## config.mk

```make
export PLATFORM = sky130hd
export DESIGN_NAME = mc_ctrl
export DESIGN_NICKNAME = d
export VERILOG_FILES = /design/src/rtl/mips_pkg.sv /design/src/rtl/mc_ctrl_decode.sv /design/src/rtl/mc_ctrl.sv
export SDC_FILE = /design/constraint.sdc
export NUM_CORES = 1
export LEC_CHECK = 0
export ABC_AREA = 0
export BUFFER_PORTS_ARGS = -buffer_cell sky130_fd_sc_hd__buf_4
export CAP_MARGIN = 20
export CORE_MARGIN = 4
export CORE_UTILIZATION = 50
export DETAILED_ROUTE_END_ITERATION = 8
export GPL_TIMING_DRIVEN = 0
export PLACE_DENSITY = 0.77
export SLEW_MARGIN = 10
export SYNTH_ARGS = -nofsm -noshare
export SYNTH_HDL_FRONTEND = slang
export SYNTH_HIERARCHICAL = 1
export SYNTH_SLANG_ARGS = --single-unit
```

## constraint.sdc

```tcl
create_clock -name CLK -period 3.5 [get_ports CLK]
set_clock_uncertainty 0.1 [all_clocks]
set_input_delay 0.7 -clock CLK [delete_from_list [all_inputs] [get_ports CLK]]
set_output_delay 0.7 -clock CLK [all_outputs]
set_load 0.02 [all_outputs]
```

## src/rtl/mips_pkg.sv

```systemverilog
// Shared encodings for the multicycle MIPS control path.
// No logic: opcodes, FSM state codes, ALU source/op codes, control vector.
// No flow control; constants only.
package mips_pkg;

    localparam logic [5:0] OP_RTYPE = 6'b000000;
    localparam logic [5:0] OP_LW    = 6'b100011;
    localparam logic [5:0] OP_SW    = 6'b101011;
    localparam logic [5:0] OP_BEQ   = 6'b000100;
    localparam logic [5:0] OP_ADDI  = 6'b001000;
    localparam logic [5:0] OP_J     = 6'b000010;

    typedef enum logic [3:0] {
        S_FETCH  = 4'd0,
        S_DECODE = 4'd1,
        S_MEMADR = 4'd2,
        S_MEMRD  = 4'd3,
        S_MEMWB  = 4'd4,
        S_MEMWR  = 4'd5,
        S_EXEC   = 4'd6,
        S_ALUWB  = 4'd7,
        S_BRANCH = 4'd8,
        S_ADDIEX = 4'd9,
        S_ADDIWB = 4'd10,
        S_JUMP   = 4'd11
    } state_t;

    localparam logic [1:0] SRCB_B     = 2'b00;
    localparam logic [1:0] SRCB_FOUR  = 2'b01;
    localparam logic [1:0] SRCB_IMM   = 2'b10;
    localparam logic [1:0] SRCB_IMMSH = 2'b11;

    localparam logic [1:0] ALUOP_ADD   = 2'b00;
    localparam logic [1:0] ALUOP_SUB   = 2'b01;
    localparam logic [1:0] ALUOP_FUNCT = 2'b10;

    // Raw per-state control word; FETCH's PC/IR loads are later gated by mem_ready.
    typedef struct packed {
        logic       pc_write;
        logic       banch;
        logic       jump;
        logic       iord;
        logic       mem_read;
        logic       mem_write;
        logic       ir_write;
        logic       reg_dst;
        logic       mem_to_reg;
        logic       reg_write;
        logic       alu_src_a;
        logic [1:0] alu_src_b;
        logic [1:0] alu_op;
    } ctrl_t;

endpackage

```

## src/rtl/mc_ctrl_decode.sv

```systemverilog
// Maps the FSM state code to the datapath control vector.
// Purely combinational, zero latency.
// No flow control; unused state codes decode to all-zero controls.
module mc_ctrl_decode
    import mips_pkg::*;
(
    input  logic [3:0] state_i,
    output ctrl_t      ctrl_o
);

    // Every field defaults to 0; each state raises only what it needs.
    always_comb begin
        ctrl_o = '0;
        case (state_t'(state_i))
            S_FETCH: begin
                ctrl_o.mem_read  = 1'b1;
                ctrl_o.ir_write  = 1'b1;
                ctrl_o.pc_write  = 1'b1;
                ctrl_o.alu_src_b = SRCB_FOUR;
                ctrl_o.alu_op    = ALUOP_ADD;
            end
            S_DECODE: begin
                ctrl_o.alu_src_b = SRCB_IMMSH;
                ctrl_o.alu_op    = ALUOP_ADD;
            end
            S_MEMADR, S_ADDIEX: begin
                ctrl_o.alu_src_a = 1'b1;
                ctrl_o.alu_src_b = SRCB_IMM;
                ctrl_o.alu_op    = ALUOP_ADD;
            end
            S_MEMRD: begin
                ctrl_o.iord     = 1'b1;
                ctrl_o.mem_read = 1'b1;
            end
            S_MEMWB: begin
                ctrl_o.mem_to_reg = 1'b1;
                ctrl_o.reg_write  = 1'b1;
            end
            S_MEMWR: begin
                ctrl_o.iord      = 1'b1;
                ctrl_o.mem_write = 1'b1;
            end
            S_EXEC: begin
                ctrl_o.alu_src_a = 1'b1;
                ctrl_o.alu_src_b = SRCB_B;
                ctrl_o.alu_op    = ALUOP_FUNCT;
            end
            S_ALUWB: begin
                ctrl_o.reg_dst   = 1'b1;
                ctrl_o.reg_write = 1'b1;
            end
            S_BRANCH: begin
                ctrl_o.alu_src_a = 1'b1;
                ctrl_o.alu_src_b = SRCB_B;
                ctrl_o.alu_op    = ALUOP_SUB;
                ctrl_o.banch     = 1'b1;
            end
            S_ADDIWB: begin
                ctrl_o.reg_write = 1'b1;
            end
            S_JUMP: begin
                ctrl_o.jump = 1'b1;
            end
            default: ctrl_o = '0;
        endcase
    end

endmodule

```

## src/rtl/mc_ctrl.sv

```systemverilog
// Multicycle MIPS control FSM with memory wait timeout and retired counter.
// Controls are combinational from state (FETCH loads gated by mem_ready).
// Stalls in FETCH/MEMRD/MEMWR until mem_ready; aborts to FETCH after TIMEOUT waits.
module mc_ctrl
    import mips_pkg::*;
#(
    parameter int unsigned CNT_W   = 32,
    parameter int unsigned TIMEOUT = 255
) (
    input  logic             CLK,
    input  logic             reset,
    input  logic [5:0]       opcode,
    input  logic [5:0]       funct,
    input  logic             mem_ready,
    output logic             PCWrite,
    output logic             Banch,
    output logic             jump,
    output logic             IorD,
    output logic             MemRead,
    output logic             MemWrite,
    output logic             IRWrite,
    output logic             RegDst,
    output logic             MemtoReg,
    output logic             RegWrite,
    output logic             ALUSrcA,
    output logic [1:0]       ALUSrcB,
    output logic [1:0]       ALUOp,
    output logic             illegal,
    output logic             bus_err,
    output logic [CNT_W-1:0] retired,
    output logic [3:0]       state
);

    // Counter holds 0..TIMEOUT-1; the TIMEOUT-th consecutive wait cycle aborts.
    localparam int unsigned WAIT_W  = (TIMEOUT < 2) ? 1 : $clog2(TIMEOUT);
    localparam int unsigned TO_LAST = (TIMEOUT == 0) ? 0 : TIMEOUT - 1;

    state_t             state_q, state_d;
    logic [WAIT_W-1:0]  wait_q, wait_d;
    logic [CNT_W-1:0]   retired_q, retired_d;
    logic               waiting, timeout, retire;
    ctrl_t              ctrl;

    // funct selects the ALU operation downstream; it does not steer the sequence.
    logic unused_funct;
    assign unused_funct = ^funct;

    mc_ctrl_decode u_decode (
        .state_i (state_q),
        .ctrl_o  (ctrl)
    );

    assign waiting = (state_q == S_FETCH) || (state_q == S_MEMRD) || (state_q == S_MEMWR);
    assign timeout = (TIMEOUT != 0) && waiting && !mem_ready &&
                     (wait_q == WAIT_W'(TO_LAST));

    // Next state, event pulses, retire strobe and wait counter update.
    always_comb begin
        state_d = S_FETCH;
        illegal = 1'b0;
        bus_err = 1'b0;
        retire  = 1'b0;
        case (state_q)
            S_FETCH: begin
                if (mem_ready)     state_d = S_DECODE;
                else if (timeout)  bus_err = 1'b1;
                else               state_d = S_FETCH;
            end
            S_DECODE: begin
                case (opcode)
                    OP_RTYPE:     state_d = S_EXEC;
                    OP_LW, OP_SW: state_d = S_MEMADR;
                    OP_BEQ:       state_d = S_BRANCH;
                    OP_ADDI:      state_d = S_ADDIEX;
                    OP_J:         state_d = S_JUMP;
                    default:      illegal = 1'b1;
                endcase
            end
            S_MEMADR: state_d = (opcode == OP_SW) ? S_MEMWR : S_MEMRD;
            S_MEMRD: begin
                if (mem_ready)     state_d = S_MEMWB;
                else if (timeout)  bus_err = 1'b1;
                else               state_d = S_MEMRD;
            end
            S_MEMWB:  retire = 1'b1;
            S_MEMWR: begin
                if (mem_ready)     retire  = 1'b1;
                else if (timeout)  bus_err = 1'b1;
                else               state_d = S_MEMWR;
            end
            S_EXEC:   state_d = S_ALUWB;
            S_ALUWB:  retire  = 1'b1;
            S_BRANCH: retire  = 1'b1;
            S_ADDIEX: state_d = S_ADDIWB;
            S_ADDIWB: retire  = 1'b1;
            S_JUMP:   retire  = 1'b1;
            default:  state_d = S_FETCH;
        endcase

        // Only a stall (same state, no abort) keeps counting; anything else clears.
        wait_d = '0;
        if (waiting && !mem_ready && !timeout) begin
            wait_d = (wait_q == '1) ? wait_q : wait_q + 1'b1;
        end

        retired_d = retire ? retired_q + 1'b1 : retired_q;
    end

    // State, wait counter and retired counter registers.
    always_ff @(posedge CLK or posedge reset) begin
        if (reset) begin
            state_q   <= S_FETCH;
            wait_q    <= '0;
            retired_q <= '0;
        end else begin
            state_q   <= state_d;
            wait_q    <= wait_d;
            retired_q <= retired_d;
        end
    end

    // PC and IR load only when the fetch actually completes.
    assign PCWrite  = ctrl.pc_write & mem_ready;
    assign IRWrite  = ctrl.ir_write & mem_ready;
    assign Banch    = ctrl.banch;
    assign jump     = ctrl.jump;
    assign IorD     = ctrl.iord;
    assign MemRead  = ctrl.mem_read;
    assign MemWrite = ctrl.mem_write;
    assign RegDst   = ctrl.reg_dst;
    assign MemtoReg = ctrl.mem_to_reg;
    assign RegWrite = ctrl.reg_write;
    assign ALUSrcA  = ctrl.alu_src_a;
    assign ALUSrcB  = ctrl.alu_src_b;
    assign ALUOp    = ctrl.alu_op;
    assign retired  = retired_q;
    assign state    = state_q;

endmodule

```

==> flow_summary.ini <==
[outcome]
status = completed

[yosys]
yosys_warnings = 6
ys_async_sr_fraction = 1.000
synth_seq_cells = 44
synth_enable_flop_cells = 0
syn-num-nets = 273
synth_most_common_cell = dfrtp_1
yosys.area_share.simple = 0.2990
syn_inst = 255
syn_area_per_cell_sq_um = 9.764
syn_area_sq_um = 2490
ys_top_cells_by_count = 44 x dfrtp_1, 23 x nor2_1, 23 x xor2_1
synth_area_leaders = dfrtp_1 44%, xor2_1 8.1%, xnor2_1 5.3%
synth.distinct_cells = 47
synth_flop_cell = dfrtp_1
synth_fa_ha_area_frac = 0.01508
synthXorXnorAreaFrac = 0.1337
ys_seq_area_frac = 0.4422
synth_top_area_share = 0.4422
muxShareOfSynthArea = 0.004523
synth_top_family_by_area = simple AND/OR/NAND/NOR gates
synth_compound_area_frac = 0.07186
synth_area_leader_cell = dfrtp_1

[clock_network]
ctsHoldBuffers = 0
post_cts_resized = 0
clock_latency_ns = 0.30
clock-sinks = 44
clkTransAtPathRegs_ns = 0.08
cts_inserted_buffers = 5
cts_tree = done
cts_max_level = 2
cts_setup_buffers = 0
clockRootBuffer = clkbuf_8
clk_path_buf_depth = 2

[floorplanning]
die_y_um = 78.57
dieArea_sq_um = 6172
start_util = 0.5203
die_x_um = 78.57
ios = 68
core_area_sq_um = 4786
rows = 25

[final_layout]
drive_gt1_frac = 0.2892
diodes = 0
area_growth_pct = 27.19
nNetsFinal = 342

[global_routing]
grt_pass1_wl_um = 8887
grt_pass1_vias = 1945
grt.overflow.total = 0
antenna_found_initial = 0
grt_max_degree = 36
grtUsageTotal = 0.1761

[drt]
dr.pass1.iters = 4
ant_nets = 0
drc = 0
drt_iter0_drc = 92
vias = 2107
wire_per_inst_um = 13.31
viasPerCell = 5.375
wirelength_um = 5216

[timing]
period_share = 0.7529
finalSetupViolations = 0
fmax_mhz = 379.5
finalHoldViolations = 0
tightest_slew_ns = 0.4489
slew_violations = 0
tns_ns = 0
fin_ws_ns = 0.8649
finalWorstPathRequiredPeriod_ns = 2.635
rsz0062_at_grt = false
slew_headroom = 0.7007

[pwr]
power.static_leakage_nw = 1.586
power_density_nw_per_um2 = 521.5
irDropWorstVdd_v = 0.0004396

[worst_setup_path]
worst-path-max-fanout = 4
worstSetupPathType = in2out
worst_setup_path_end_kind = output port
crit_required_ns = 2.70
crit_arrival_ns = 1.84
start_kind = input pin

[worst_hold_path]
holdCritPathClass = in2async

[placed_design]
hpwl_um = 3827
post-place-ws_ns = 0.8608
globalplace.congestion = 0.8283
portBuffers = 61

[run]
maxCapViolations = 0
[where the power goes]
| group | total [mW] | leakage, nW | internal (mW) | switching (mW) |
|---|---|---|---|---|
| Clock | 0.398 | 0.0548 | 0.215 | 0.183 |
| Combinational | 0.628 | 0.946 | 0.278 | 0.351 |
| Sequential | 0.625 | 0.585 | 0.553 | 0.0723 |
[critical path, stage by stage]
cell      delay [ns]
buf_4           0.12
or3_1           0.39
o311ai_0        0.35
a211oi_1        0.10
buf_4           0.18
[area by class of cell]
| cell class | count | area [sq um] |
|---|---|---|
| Clock inverter | 3 | 46.29 |
| Tap cell | 67 | 83.83 |
| Clock buffer | 5 | 68.82 |
| Buffer | 8 | 46.29 |
| Multi-Input combinational cell | 193 | 1305 |
| Sequential cell | 44 | 1101 |
| Timing Repair Buffer | 62 | 478.0 |
| Fill cell | 419 | 1619 |
| Inverter | 10 | 37.54 |
[per-stage QoR]
step | util | hold slack, ns | instances | cell area [sq um] | power [mW]
after floorplan | - | 0.4191 | 255 | 2490 | 1.047
after global placement | 0.6335 | 0.3573 | 383 | 3032 | 1.253
after detailed placement | 0.6376 | 0.3578 | 384 | 3052 | 1.265
after CTS | 0.6617 | 0.2166 | 392 | 3167 | 1.670
after global routing | 0.6617 | 0.2141 | 392 | 3167 | 1.754
final | 0.6617 | 0.2165 | 392 | 3167 | 1.651
[state kept, by name, summed over array words and instances, names as in the netlist]
register  count
retired      32
state         4
wait_q        8
[cells by family (layout without fill, tap and decap cells)]
| kind of cell | Yosys count | count (layout) |
|---|---|---|
| adders and majority gates | 3 | 3 |
| AOI/OAI and AO/OA | 25 | 25 |
| DFF | 44 | 44 |
| and+or+nand+nor | 126 | 126 |
| muxes | 1 | 1 |
| xor gates and xnor gates | 38 | 38 |
| buffers and inverters | 18 | 88 |
[per-layer routing]
layer	track usage	part of all wire	up-vias
li1	-	-	1045
met1	0.2252	0.45	1001
met2	0.2903	0.47	57
met3	0.04702	0.068	4
met4	0.05420	0.0067	0
met5	0	0	-
[final timing paths]
path / start / slack (ns) / to / cells after the start
setup / recovery: opcode[0] / 0.86 / illegal / 5
hold / removal: reset / 0.22 / wait_q[5]$_DFFE_PP0P_ / 2
setup reg to reg: state[3]$_DFF_PP0_ / 1.19 / retired[10]$_DFFE_PP0P_ / 7
hold reg to reg: retired[31]$_DFFE_PP0P_ / 0.37 / retired[31]$_DFFE_PP0P_ / 1
max in group asynchronous: reset / 2.64 / state[2]$_DFF_PP0_ / 3
min in group CLK: retired[31]$_DFFE_PP0P_ / 0.37 / retired[31]$_DFFE_PP0P_ / 1
[cell usage in the layout, fill, tap and decap left out, types with 7 or more instances in the layout]
cell type and instances:
nor3_1 14, inv_1 9, xnor2_1 15, nand3_1 11, dfrtp_1 44, xor2_1 23, nand2b_1 7, nor2_1 23
nor4_1 10, nand4_1 12, nand2_1 15, a21oi_1 7, buf_4 62
Power figures use the tool's default switching activity.
